File: src/rtl/led_pwm_ctrl.sv
// ---------------------------------------------------------------------------
// led_pwm_ctrl
//
// Purpose:
//    Avalon-MM slave LED controller for the HPS lightweight bridge. Each of
//    the NUM_LEDS outputs is either driven from a static bit or PWM-dimmed
//    from its own duty register. A global enable and an optional blink gate
//    sit in front of every channel. The live LED state and blink phase can
//    be read back through the STATUS register.
//
// Ports:
//    clk_clk         - system clock
//    reset_reset_n   - asynchronous active-low reset
//    avs_address     - word address (5 bits)
//    avs_write       - write strobe, data applied on the next clock edge
//    avs_writedata   - 32-bit write data, bits above each field are dropped
//    avs_read        - read strobe
//    avs_readdata    - read data, valid one cycle after avs_read, then held
//    led_out         - registered LED drive, NUM_LEDS bits
//
// Register map (word address):
//    0x00 CTRL      bit0 enable, bit1 blink_en
//    0x01 STATIC    static value for static-mode LEDs
//    0x02 PRESCALE  prescaler reload R (tick every R+1 clocks)
//    0x03 BLINK     blink half-period H, in PWM frames
//    0x04 MODE      per-LED mode, 1 = PWM, 0 = static
//    0x05 STATUS    read-only, [NUM_LEDS-1:0] led_out, bit16 blink_phase
//    0x08+i         DUTY[i] for i < NUM_LEDS
// ---------------------------------------------------------------------------
module led_pwm_ctrl #(
   parameter int NUM_LEDS      = 8,
   parameter int PWM_BITS      = 8,
   parameter int PRESCALE_BITS = 16,
   parameter int BLINK_BITS    = 8
) (
   input  logic                clk_clk,
   input  logic                reset_reset_n,
   input  logic [4:0]          avs_address,
   input  logic                avs_write,
   input  logic [31:0]         avs_writedata,
   input  logic                avs_read,
   output logic [31:0]         avs_readdata,
   output logic [NUM_LEDS-1:0] led_out
);

   localparam logic [PWM_BITS-1:0]   PWM_MAX   = '1;
   localparam logic [BLINK_BITS-1:0] BLINK_ONE = 1;

   // Programmable registers
   logic                     enable;
   logic                     blink_en;
   logic [NUM_LEDS-1:0]      static_val;
   logic [PRESCALE_BITS-1:0] prescale;
   logic [BLINK_BITS-1:0]    blink_h;
   logic [NUM_LEDS-1:0]      mode;
   logic [PWM_BITS-1:0]      duty [NUM_LEDS];

   // Timebase state
   logic [PRESCALE_BITS-1:0] pre_cnt;
   logic [PWM_BITS-1:0]      pwm_cnt;
   logic [BLINK_BITS-1:0]    blink_cnt;
   logic                     blink_phase;

   logic                     tick;
   logic                     frame_end;
   logic                     wr_ctrl;
   logic                     wr_static;
   logic                     wr_prescale;
   logic                     wr_blink;
   logic                     wr_mode;
   logic [NUM_LEDS-1:0]      pwm_vec;
   logic [NUM_LEDS-1:0]      led_next;
   logic                     gate;
   logic [31:0]              read_word;

   // Only the low bits of each write are stored; fold the whole bus so the
   // dropped upper bits are still visibly consumed.
   logic                     unused_wdata;
   assign unused_wdata = ^avs_writedata;

   assign wr_ctrl     = avs_write && (avs_address == 5'h00);
   assign wr_static   = avs_write && (avs_address == 5'h01);
   assign wr_prescale = avs_write && (avs_address == 5'h02);
   assign wr_blink    = avs_write && (avs_address == 5'h03);
   assign wr_mode     = avs_write && (avs_address == 5'h04);

   // A PRESCALE write restarts the timebase, so a frame end that happens to
   // coincide with it is swallowed along with the tick.
   assign tick      = (pre_cnt == prescale);
   assign frame_end = tick && (pwm_cnt == PWM_MAX) && !wr_prescale;

   // Register file writes. Unmapped addresses (including DUTY slots beyond
   // NUM_LEDS) simply match nothing here and are dropped.
   always_ff @(posedge clk_clk or negedge reset_reset_n) begin
      if (!reset_reset_n) begin
         enable     <= 1'b0;
         blink_en   <= 1'b0;
         static_val <= '0;
         prescale   <= '0;
         blink_h    <= '0;
         mode       <= '0;
         for (int i = 0; i < NUM_LEDS; i++) begin
            duty[i] <= '0;
         end
      end else begin
         if (wr_ctrl) begin
            enable   <= avs_writedata[0];
            blink_en <= avs_writedata[1];
         end
         if (wr_static) begin
            static_val <= avs_writedata[NUM_LEDS-1:0];
         end
         if (wr_prescale) begin
            prescale <= avs_writedata[PRESCALE_BITS-1:0];
         end
         if (wr_blink) begin
            blink_h <= avs_writedata[BLINK_BITS-1:0];
         end
         if (wr_mode) begin
            mode <= avs_writedata[NUM_LEDS-1:0];
         end
         for (int i = 0; i < NUM_LEDS; i++) begin
            if (avs_write && (avs_address == 5'(i + 8))) begin
               duty[i] <= avs_writedata[PWM_BITS-1:0];
            end
         end
      end
   end

   // Prescaler and PWM counter. A PRESCALE write takes priority over a
   // tick so software always gets a clean frame start from pwm_cnt = 0.
   always_ff @(posedge clk_clk or negedge reset_reset_n) begin
      if (!reset_reset_n) begin
         pre_cnt <= '0;
         pwm_cnt <= '0;
      end else if (wr_prescale) begin
         pre_cnt <= '0;
         pwm_cnt <= '0;
      end else if (tick) begin
         pre_cnt <= '0;
         pwm_cnt <= pwm_cnt + 1'b1;
      end else begin
         pre_cnt <= pre_cnt + 1'b1;
      end
   end

   // Blink timebase, counted in PWM frames. H = 0 parks the gate open; a
   // BLINK write restarts the half-period count but leaves the phase alone.
   always_ff @(posedge clk_clk or negedge reset_reset_n) begin
      if (!reset_reset_n) begin
         blink_cnt   <= '0;
         blink_phase <= 1'b1;
      end else if (blink_h == '0) begin
         blink_cnt   <= '0;
         blink_phase <= 1'b1;
      end else if (wr_blink) begin
         blink_cnt <= '0;
      end else if (frame_end) begin
         if (blink_cnt == (blink_h - BLINK_ONE)) begin
            blink_cnt   <= '0;
            blink_phase <= ~blink_phase;
         end else begin
            blink_cnt <= blink_cnt + 1'b1;
         end
      end
   end

   // Per-LED compare and output selection. Full-scale duty is forced on so
   // the LED never drops out for the single count where pwm_cnt == max.
   always_comb begin
      pwm_vec = '0;
      for (int i = 0; i < NUM_LEDS; i++) begin
         pwm_vec[i] = (duty[i] == PWM_MAX) ? 1'b1 : (pwm_cnt < duty[i]);
      end
      gate     = enable & (blink_en ? blink_phase : 1'b1);
      led_next = {NUM_LEDS{gate}} & ((mode & pwm_vec) | (~mode & static_val));
   end

   // LED pins are registered to keep the pad outputs glitch-free.
   always_ff @(posedge clk_clk or negedge reset_reset_n) begin
      if (!reset_reset_n) begin
         led_out <= '0;
      end else begin
         led_out <= led_next;
      end
   end

   // Read mux, evaluated on the current (pre-write) register contents so a
   // read and write to the same address in one cycle returns the old value.
   always_comb begin
      read_word = '0;
      case (avs_address)
         5'h00:   read_word = {30'b0, blink_en, enable};
         5'h01:   read_word = 32'(static_val);
         5'h02:   read_word = 32'(prescale);
         5'h03:   read_word = 32'(blink_h);
         5'h04:   read_word = 32'(mode);
         5'h05:   read_word = 32'(led_out) | (32'(blink_phase) << 16);
         default: read_word = '0;
      endcase
      for (int i = 0; i < NUM_LEDS; i++) begin
         if (avs_address == 5'(i + 8)) begin
            read_word = 32'(duty[i]);
         end
      end
   end

   // Read data register: loads only on a read strobe and holds otherwise.
   always_ff @(posedge clk_clk or negedge reset_reset_n) begin
      if (!reset_reset_n) begin
         avs_readdata <= '0;
      end else if (avs_read) begin
         avs_readdata <= read_word;
      end
   end

endmodule
File: config.mk
export PLATFORM = sky130hd
export DESIGN_NAME = led_pwm_ctrl
export DESIGN_NICKNAME = d
export VERILOG_FILES = /design/src/rtl/led_pwm_ctrl.sv
export SDC_FILE = /design/constraint.sdc
export NUM_CORES = 1
export LEC_CHECK = 0
export ABC_AREA = 1
export ABC_CLOCK_PERIOD_IN_PS = 1650
export BUFFER_PORTS_ARGS = -buffer_cell sky130_fd_sc_hd__buf_2
export CAP_MARGIN = 20
export CORE_ASPECT_RATIO = 0.5
export CORE_MARGIN = 4
export CORE_UTILIZATION = 55
export CTS_CLUSTER_DIAMETER = 60
export DETAILED_ROUTE_END_ITERATION = 10
export HOLD_SLACK_MARGIN = 0.03
export PLACE_DENSITY_LB_ADDON = 0.25
export SLEW_MARGIN = 10
export SYNTH_ARGS = -nofsm -noshare
export SYNTH_HDL_FRONTEND = slang
export SYNTH_SLANG_ARGS = --single-unit
File: constraint.sdc
create_clock -name clk_clk -period 1.65 [get_ports clk_clk]
set_input_delay 0 -clock clk_clk [delete_from_list [all_inputs] [get_ports clk_clk]]
set_output_delay 0 -clock clk_clk [all_outputs]
set_load 0.01 [all_outputs]
==> metrics <==
die boundary height=102 µm; effective utilization at floorplan=0.562; Pins Over Slew Limit=0; relative contribution of the clock network to total power=0.312; grt ovf=0; most common flop cell mapped by yosys=sky130_fd_sc_hd__dfrtp_1; die width=197 µm; mean cell area of the mapped netlist=7.79 µm²; die outline area=20100 µm²; type of origin of the critical path=register; Worst Hold Path Cells=4; P&R area growth vs syn=20.2%; net switching component of the power=4.67 mW; worst-case reg-to-reg path depth=10; clock tree skew after final layout=0.0106 ns; Synthesis Warnings=0; post-route insts no fill=1620; classification of the worst setup path=reg2reg; count of filler cells inserted in the layout=1439; proportion of synthesized flip-flops having asynchronous set or reset=1.00; leakage dissipation=5.88 nW; Int Power=8.57 mW; number of global-route vias before repair=8739; final hold violation count=0; multiplexer area fraction after synthesis=0; Post-Synthesis Cell Area=9780 µm²; share of synthesized cell area in and, or, nand and nor gates=0.263; RSZ-0062 raised after global routing=true; Floorplan Core Area=17400 µm²; largest net degree at the start of global routing=54; Remaining DRCs=0; Pwr per Cell Area=1130 nW/µm²; gr usage total=0.293; synthesized instance count=1256; Adder-Cell Fraction of Synth Area=0.0768; Antenna diodes=0; post-route fraction of the period consumed by the critical path=1.05; global routing usage on met1=0.402; combinational family with the most area after synthesis=simple AND/OR/NAND/NOR gates; count of nets after finishing=1474; final WL=29.6 mm; layout cells sized above 1=0.194; final setup fails=27; parity-gate share of the synthesized area counting xor and xnor cells=0.0170; first-pass GRT wire length=46.0 mm; distinct cell type count of the synthesized netlist=46; final antenna-violating net count=0; Ports=81; number of buffer cells added on primary ports=49; met3 track demand over resource=0.0675; type of the worst min-delay path=in2reg; via count=9223; worst slew margin relative to its limit=0.509; register clock-pin slew on the reported worst setup and hold paths=0.07 ns; share of total power consumed by net switching=0.353; max cap viols=0; maximum fanout count along the critical path=3; maximum buffer depth of the clock tree=2; Logic pwr share=0.276; violated checks=negative setup slack; Setup crit end kind=register; total CTS buffers=17; CTS tree=built; Cell Count Post-Placement=1566; sink count of the clock tree=164; complex-gate fraction of the synthesized area=0.133; DRC marker count from the first detailed-route iteration=801; post-synthesis sequential element count=164; achievable frequency=575 MHz; actual transition at the worst max-transition pin=0.735 ns; via-per-instance ratio=5.69; Setup WS post-layout=-0.0901 ns; share of the core filled with cells in the final layout=0.676; part of the power in registers=0.413; required time at the endpoint of the critical path=1.98 ns; length of the first detailed-routing pass in iterations=5; maximum vdd drop=0.900 mV; run status=finished with violations; half-perimeter wire length of the detailed placement result=20.5 mm; global placement routability congestion=1.03; share of synthesized area occupied by flip-flops and latches=0.420; global-route track usage on met2=0.471; number of flops mapped to enable cells by yosys=0; Std-Cell Rows=34; final period demand of the worst path=1.74 ns; arrival time worst endpoint=2.07 ns; H-tree lvl count=4; most heavily used metal layer in global routing=met2; Root Driver=sky130_fd_sc_hd__clkbuf_16; clk_lat worst skew=0.44 ns; antenna violations before repair=0; WL per Instance=18.3 µm
## cell families after synthesis
group                    Yosys count
other                              1
XOR/XNOR                          19
flip-flops                       164
buffers and inverters            211
adder cells (fa/ha/maj)           60
AND/OR/NAND/NOR                  567
AO/OA/AOI/OAI                    234
## metrics by stage
| stage | hold slack (ns) | TNS (ns) | area [µm²] | total power [mW] | setup WS, ns |
|---|---|---|---|---|---|
| final | 0.0529 | -0.748 | 11800 | 13.2 | -0.0901 |
| after global routing | 0.0545 | -4.00 | 11800 | 14.0 | -0.237 |
| after CTS | 0.0564 | -0.0558 | 11500 | 12.9 | -0.0255 |
| after detailed placement | -0.00784 | -0.808 | 10600 | 8.62 | -0.110 |
| after global placement | -0.0170 | -0.0891 | 10600 | 8.45 | -0.0243 |
| after floorplan | -0.296 | 0 | 9840 | 7.48 | 0.0102 |
## layout make-up
class / count / area (µm²) / share of cell area
Clock buffer: 20 / 457 / 0.0388
Clock inverter: 12 / 148 / 0.0126
Inverter: 164 / 624 / 0.0531
Multi-Input combinational cell: 895 / 5160 / 0.439
Sequential cell: 164 / 4110 / 0.350
Tap cell: 234 / 293 / 0.0249
Timing Repair Buffer: 131 / 963 / 0.0819
## layout by cell type, fill, tap and decap left out, drive strengths merged
cell type / n
o21a: 4
and3: 1
o21bai: 6
buf: 121
o211ai: 14
nand2: 358
conb: 15
xnor2: 1
nor2: 89
bufinv: 2
o22ai: 1
inv: 165
dlygate4sd3: 10
nor3: 15
nor4: 14
a221oi: 3
ha: 60
clkinvlp: 2
nand4: 41
or2: 1
o21ai: 138
clkbuf: 20
dfstp: 1
a31oi: 3
o31ai: 5
dfrtp: 163
nor3b: 2
nand3: 46
xor2: 18
clkinv: 7
a21boi: 6
a21oi: 54
## flip-flops by register name (all words and copies together), names as in the netlist
signal        count
static_val        8
prescale         16
pre_cnt          16
blink_h           8
blink_en          1
pwm_cnt           8
blink_phase       1
duty             64
mode              8
avs_readdata     17
enable            1
led_out           8
blink_cnt         8
## path summary, 6_finish.rpt
path / start / endpoint / slack (ns)
max: pre_cnt[0]$_DFF_PN0_ / pre_cnt[14]$_DFF_PN0_ / -0.09
min: avs_writedata[0] / duty[48]$_DFFE_PN0P_ / 0.05
max reg2reg: pre_cnt[0]$_DFF_PN0_ / pre_cnt[14]$_DFF_PN0_ / -0.09
min reg2reg: avs_readdata[1]$_DFFE_PN0P_ / avs_readdata[1]$_DFFE_PN0P_ / 0.47
max in group asynchronous: reset_reset_n / blink_phase$_DFFE_PN1P_ / 0.90
min in group asynchronous: reset_reset_n / avs_readdata[8]$_DFFE_PN0P_ / 0.09
## power by group through the flow
stage	Clock [mW]	Combinational [mW]	Sequential (mW)
floorplan	0	2.17	5.31
global placement	0	3.01	5.44
detailed placement	0	3.16	5.46
CTS	4.13	3.32	5.41
global route	4.30	4.14	5.54
finish	4.12	3.65	5.47
## cells in the mapped netlist, types with 7 or more instances
library cell	number	share of area
sky130_fd_sc_hd__nand2_1	342	0.13
sky130_fd_sc_hd__dfrtp_1	163	0.42
sky130_fd_sc_hd__inv_1	155	0.059
sky130_fd_sc_hd__o21ai_0	104	0.053
sky130_fd_sc_hd__nor2_1	74	0.028
sky130_fd_sc_hd__ha_1	60	0.077
sky130_fd_sc_hd__a21oi_1	54	0.028
sky130_fd_sc_hd__nand3_1	43	0.022
sky130_fd_sc_hd__nand4_1	40	0.026
sky130_fd_sc_hd__o21ai_1	26	0.013
sky130_fd_sc_hd__xor2_1	18	0.016
sky130_fd_sc_hd__buf_4	17	0.013
sky130_fd_sc_hd__clkbuf_1	17	0.0065
sky130_fd_sc_hd__nand2_2	15	0.0096
sky130_fd_sc_hd__o211ai_1	14	0.011
sky130_fd_sc_hd__buf_2	13	0.0067
sky130_fd_sc_hd__nor4_1	13	0.0083
sky130_fd_sc_hd__nor3_1	11	0.0056
sky130_fd_sc_hd__o21ai_2	8	0.0072
sky130_fd_sc_hd__inv_2	7	0.0027
sky130_fd_sc_hd__nor2_4	7	0.0081
## timing repair
action                                  4_1_cts  5_1_grt
endpoints found under the setup margin       26       40
gates cloned                                  0        0
resized for setup                            28       60
setup buffers                                 4        8
pin swaps                                    15       40
hold endpoints to repair                    174        0
hold buffers                                 10        0
## per-layer routing
metal  share of wire  up-vias  wire [µm]
li1                -     4322          -
met1            0.43     4438      12700
met2            0.46      406      13600
met3           0.090       57       2660
met4           0.021        0        623
met5               0        -          0
## worst max-delay path: stages (launching register included)
cell,delay (ns)
sky130_fd_sc_hd__dfrtp_1,0.42
sky130_fd_sc_hd__ha_2,0.22
sky130_fd_sc_hd__nand3_2,0.10
sky130_fd_sc_hd__nor2_2,0.18
sky130_fd_sc_hd__inv_2,0.07
sky130_fd_sc_hd__nor4_4,0.18
sky130_fd_sc_hd__nand2_2,0.15
sky130_fd_sc_hd__nor2_4,0.16
sky130_fd_sc_hd__nand2_1,0.07
sky130_fd_sc_hd__nand3_1,0.07
sky130_fd_sc_hd__nor2_1,0.04
No activity file was read; power rests on OpenSTA's default activity.
